--- config.mk ---
export PLATFORM = sky130hd
export DESIGN_NAME = mem_arbiter
export DESIGN_NICKNAME = d
export VERILOG_FILES = /design/src/rtl/mem_arbiter.sv
export SDC_FILE = /design/constraint.sdc
export NUM_CORES = 1
export LEC_CHECK = 0
export CORE_MARGIN = 5
export CORE_UTILIZATION = 44
export CTS_CLUSTER_SIZE = 10
export DETAILED_ROUTE_END_ITERATION = 10
export PLACE_DENSITY = 0.95
export SYNTH_ARGS = -nofsm -noshare
export SYNTH_HDL_FRONTEND = slang
export SYNTH_SLANG_ARGS = --single-unit
export TNS_END_PERCENT = 30
--- constraint.sdc ---
create_clock -name clk -period 3.1 [get_ports clk]
set_input_delay 0.62 -clock clk [delete_from_list [all_inputs] [get_ports clk]]
set_output_delay 0.62 -clock clk [all_outputs]
set_load 0.005 [all_outputs]
--- src/rtl/mem_arbiter.sv ---
// Round-robin arbiter and three-phase access sequencer that shares one word memory
// between the instruction-fetch port and the load/store port.
module mem_arbiter #(
   parameter int Size = 256
) (
   input  logic        clk,
   input  logic        reset,
   input  logic        if_req,
   input  logic [31:0] if_addr,
   output logic        if_ack,
   output logic        if_err,
   output logic [31:0] if_rdata,
   input  logic        dm_req,
   input  logic        dm_we,
   input  logic [31:0] dm_addr,
   input  logic [31:0] dm_wdata,
   output logic        dm_ack,
   output logic        dm_err,
   output logic [31:0] dm_rdata,
   output logic        mem_we,
   output logic [31:0] mem_addr,
   output logic [31:0] mem_wdata,
   input  logic [31:0] mem_rdata,
   output logic        busy
);

   localparam logic [1:0] IDLE   = 2'd0;
   localparam logic [1:0] ACCESS = 2'd1;
   localparam logic [1:0] RESP   = 2'd2;

   localparam logic OWN_IF = 1'b0;
   localparam logic OWN_DM = 1'b1;

   localparam logic [29:0] WORD_LIMIT = 30'(Size);

   logic [1:0]  state;
   logic        owner;
   logic        last;
   logic [31:0] addr_q;
   logic [31:0] wdata_q;
   logic        we_q;
   logic        err_q;

   logic        grant_if;
   logic        grant_dm;
   logic [31:0] win_addr;
   logic        win_err;

   // On a tie the port that did not win last time is served.
   always_comb begin
      grant_if = 1'b0;
      grant_dm = 1'b0;
      if (state == IDLE) begin
         grant_if = if_req && (!dm_req || (last == OWN_DM));
         grant_dm = dm_req && (!if_req || (last == OWN_IF));
      end
   end

   always_comb begin
      win_addr = grant_dm ? dm_addr : if_addr;
      win_err  = (win_addr[1:0] != 2'b00) || (win_addr[31:2] >= WORD_LIMIT);
   end

   always_ff @(posedge clk or negedge reset) begin
      if (!reset) begin
         state    <= IDLE;
         owner    <= OWN_IF;
         last     <= OWN_DM;
         addr_q   <= 32'h0;
         wdata_q  <= 32'h0;
         we_q     <= 1'b0;
         err_q    <= 1'b0;
         if_ack   <= 1'b0;
         if_err   <= 1'b0;
         if_rdata <= 32'h0;
         dm_ack   <= 1'b0;
         dm_err   <= 1'b0;
         dm_rdata <= 32'h0;
      end else begin
         case (state)
            IDLE: begin
               if (grant_if || grant_dm) begin
                  state   <= ACCESS;
                  owner   <= grant_dm ? OWN_DM : OWN_IF;
                  last    <= grant_dm ? OWN_DM : OWN_IF;
                  addr_q  <= win_addr;
                  we_q    <= grant_dm && dm_we;
                  wdata_q <= grant_dm ? dm_wdata : 32'h0;
                  err_q   <= win_err;
               end
            end
            ACCESS: begin
               state <= RESP;
               if (owner == OWN_DM) begin
                  dm_ack <= 1'b1;
                  dm_err <= err_q;
                  if (!err_q && !we_q) begin
                     dm_rdata <= mem_rdata;
                  end
               end else begin
                  if_ack <= 1'b1;
                  if_err <= err_q;
                  if (!err_q && !we_q) begin
                     if_rdata <= mem_rdata;
                  end
               end
            end
            RESP: begin
               state  <= IDLE;
               if_ack <= 1'b0;
               if_err <= 1'b0;
               dm_ack <= 1'b0;
               dm_err <= 1'b0;
            end
            default: begin
               state <= IDLE;
            end
         endcase
      end
   end

   // Write enable is combinational so a reset during ACCESS kills the write at once.
   assign mem_we    = (state == ACCESS) && we_q && !err_q;
   assign mem_addr  = addr_q;
   assign mem_wdata = wdata_q;
   assign busy      = (state != IDLE);

endmodule

==> metrics <==
total number of yosys warnings 0; #FFs+latches synth 138; CP cell instances nand2_1 -> nor3b_1 -> clkdlybuf4s50_1; post-route DRC violation count 0; Syn Inst Count 444; Initial Util 44.5%; routed length per instance 20.1 µm; Main synth FF type dfrtp_1; antenna-violating nets left 0; post-synthesis average cell area 12.6 µm²; antenna cells 0; synthesized cell area 5600 µm²; CP arrival 1.98 ns; RSZ-0062 raised after global routing no; VDD IR max 492 µV; register area share after synthesis 61.7%; total number of vias 4707; DR iter-0 viols 332; Period minus WS final 2.60 ns; reg2reg path depth 4; Synth area leaders dfrtp_1 61%, mux2_4 8.0%, mux2_2 6.6%, a22o_1 5.2%, nand2_1 5.0%; flop2flop setup slack 0.93 ns; Pins Over Slew Limit 0; Yosys top cell area share 61.3%; setup ws final 0.502 ns; total power 7.09 mW; Worst path slowest cell dfrtp_1; status completed; Detailed Route WL 17.9 mm; RD Place Congestion 0.877; cell area after layout 8990 µm²; worst slew pin tran 0.618 ns; Worst slew margin 58.8%; Post-Layout Cell Count 895; worst min path class in -> async; Core Region 12600 µm²; DP HPWL 13.4 mm; Setup crit end kind output pin; endpoints failing hold 0; chip height 123 µm; Required @ worst endpoint 2.48 ns; DR vias/cell 5.26; Critical R2R Launch state[0]; f_max 385 MHz; Synth area leader dfrtp_1; worst r2r dst dm_rdata[30]; Port Buffer Count 266; max incr delay on CP 0.55 ns; EDFF count, synth 0; Root Buffer clkbuf_16; placed cells 863; antenna violations before repair 0; first-pass GRT wire length 27.2 mm; cts repair resizes 0; H-tree Lvls 4; top-count cell post-synth dfrtp_1; pre-CTS setup slack 0.512 ns; fin crit share 83.8%; placed cell areas 8450 µm²; DRT Pass-1 Iters 5; via count of the first global-routing pass 5050; CP max FO 11; global route total overflow 0; IO Count 267; CTS Buf Count 17; clock latency at the later pin of the worst-skew pair 0.41 ns; die area 15100 µm²; Core Util, Final 71.5%; Site Rows 41; Clock Tree Buf Depth 2; CTS sink cnt 138; fin nets 843; PwrDens 789 nW/µm²; layout overhead on the synthesized area 60.6%; width of the die 123 µm; Worst Skew 0.00824 ns; CTS tree built; Global Route Usage Sum 23.6%; number of distinct library cells after synthesis 32; Max-Cap Viols 0; post-synthesis async set-or-reset flop share 100%; Startpoint Class flip-flop; Pleak 3.96 nW; setup repair bufs after CTS 0; clock-pin slew on the worst setup and hold paths 0.06 ns; largest net degree at the start of global routing 68; share of cells above drive strength 1 15.6%; hold_buf cts 0; setup tns final 0 ns; final setup fails 0; Mapped Nets 577; Crit Path Class reg -> out; top post-synthesis cells by count 137 x dfrtp_1, 75 x nand2_1, 34 x nor2_1; final hold slack 0.166 ns
[state kept, by name, summed over array words and instances (netlist names)]
| name | flops |
|---|---|
| dm_ack | 1 |
| dm_err | 1 |
| dm_rdata | 32 |
| err_q | 1 |
| if_ack | 1 |
| if_err | 1 |
| if_rdata | 32 |
| last | 1 |
| mem_addr | 32 |
| mem_wdata | 32 |
| owner | 1 |
| state | 2 |
| we_q | 1 |
[worst max-delay path by stage]
stage / start / to / slack, ns
finish: state[0] / mem_we / 0.50
global route: state[0] / mem_we / 0.42
CTS: state[0] / mem_we / 0.48
detailed placement: dm_req / mem_addr[17] / 0.51
global placement: dm_req / mem_addr[8] / 0.68
floorplan: state[1] / dm_rdata[10] / 1.40
[routing by layer]
layer | vias to the layer above | GRT usage (%) | share of wire, % | wire (µm)
met4 | 0 | 6.02 | 1.6 | 280
met3 | 31 | 8.20 | 9.5 | 1700
met2 | 276 | 40.6 | 50 | 8930
li1 | 2115 | - | - | -
met5 | - | 0 | 0 | 0
met1 | 2285 | 28.3 | 39 | 7030
[report_power, final]
part	internal, mW	total, mW	switching (mW)
sequential	2.33	2.71	0.373
combinational	1.49	2.54	1.05
clock	1.05	1.84	0.795
total	4.87	7.09	2.22
[worst max-delay path: cells and delay by family, from the launching register on]
kind	cells	cell delay, ns
buffers and inverters	1	0.55
flip-flops	1	0.55
AND/OR/NAND/NOR	2	0.47
[logic make-up (layout without fill, tap and decap cells)]
group / count (synthesis) / in the layout / share of synthesized area, %
buffers and inverters: 33 / 312 / 2.97
AOI/OAI and AO/OA: 78 / 78 / 10.3
and+or+nand+nor: 130 / 130 / 9.97
muxes: 65 / 65 / 15.1
DFF: 138 / 138 / 61.7
[final cells by class]
cell class | instances | area (µm²)
Fill cell | 817 | 3580
Sequential cell | 138 | 3450
Timing Repair Buffer | 275 | 2770
Multi-Input combinational cell | 273 | 1990
Clock buffer | 19 | 443
Tap cell | 172 | 215
Clock inverter | 13 | 97.6
Inverter | 5 | 18.8
[cell usage in the layout (no fill, tap or decap), types with 2 or more instances in the layout]
cell type,n
a21oi_1,3
a22o_1,33
a31oi_1,32
a32o_1,2
buf_12,3
buf_4,6
clkbuf_16,17
clkdlybuf4s50_1,265
clkinv_2,3
clkinv_4,4
clkinvlp_4,4
dfrtp_1,137
inv_1,2
inv_2,3
inv_6,2
mux2_2,33
mux2_4,30
nand2_1,75
nand4_1,2
nor2_1,34
nor3_1,2
nor4_1,8
o21ai_0,4
or4_1,2
Power figures use the tool's default switching activity.
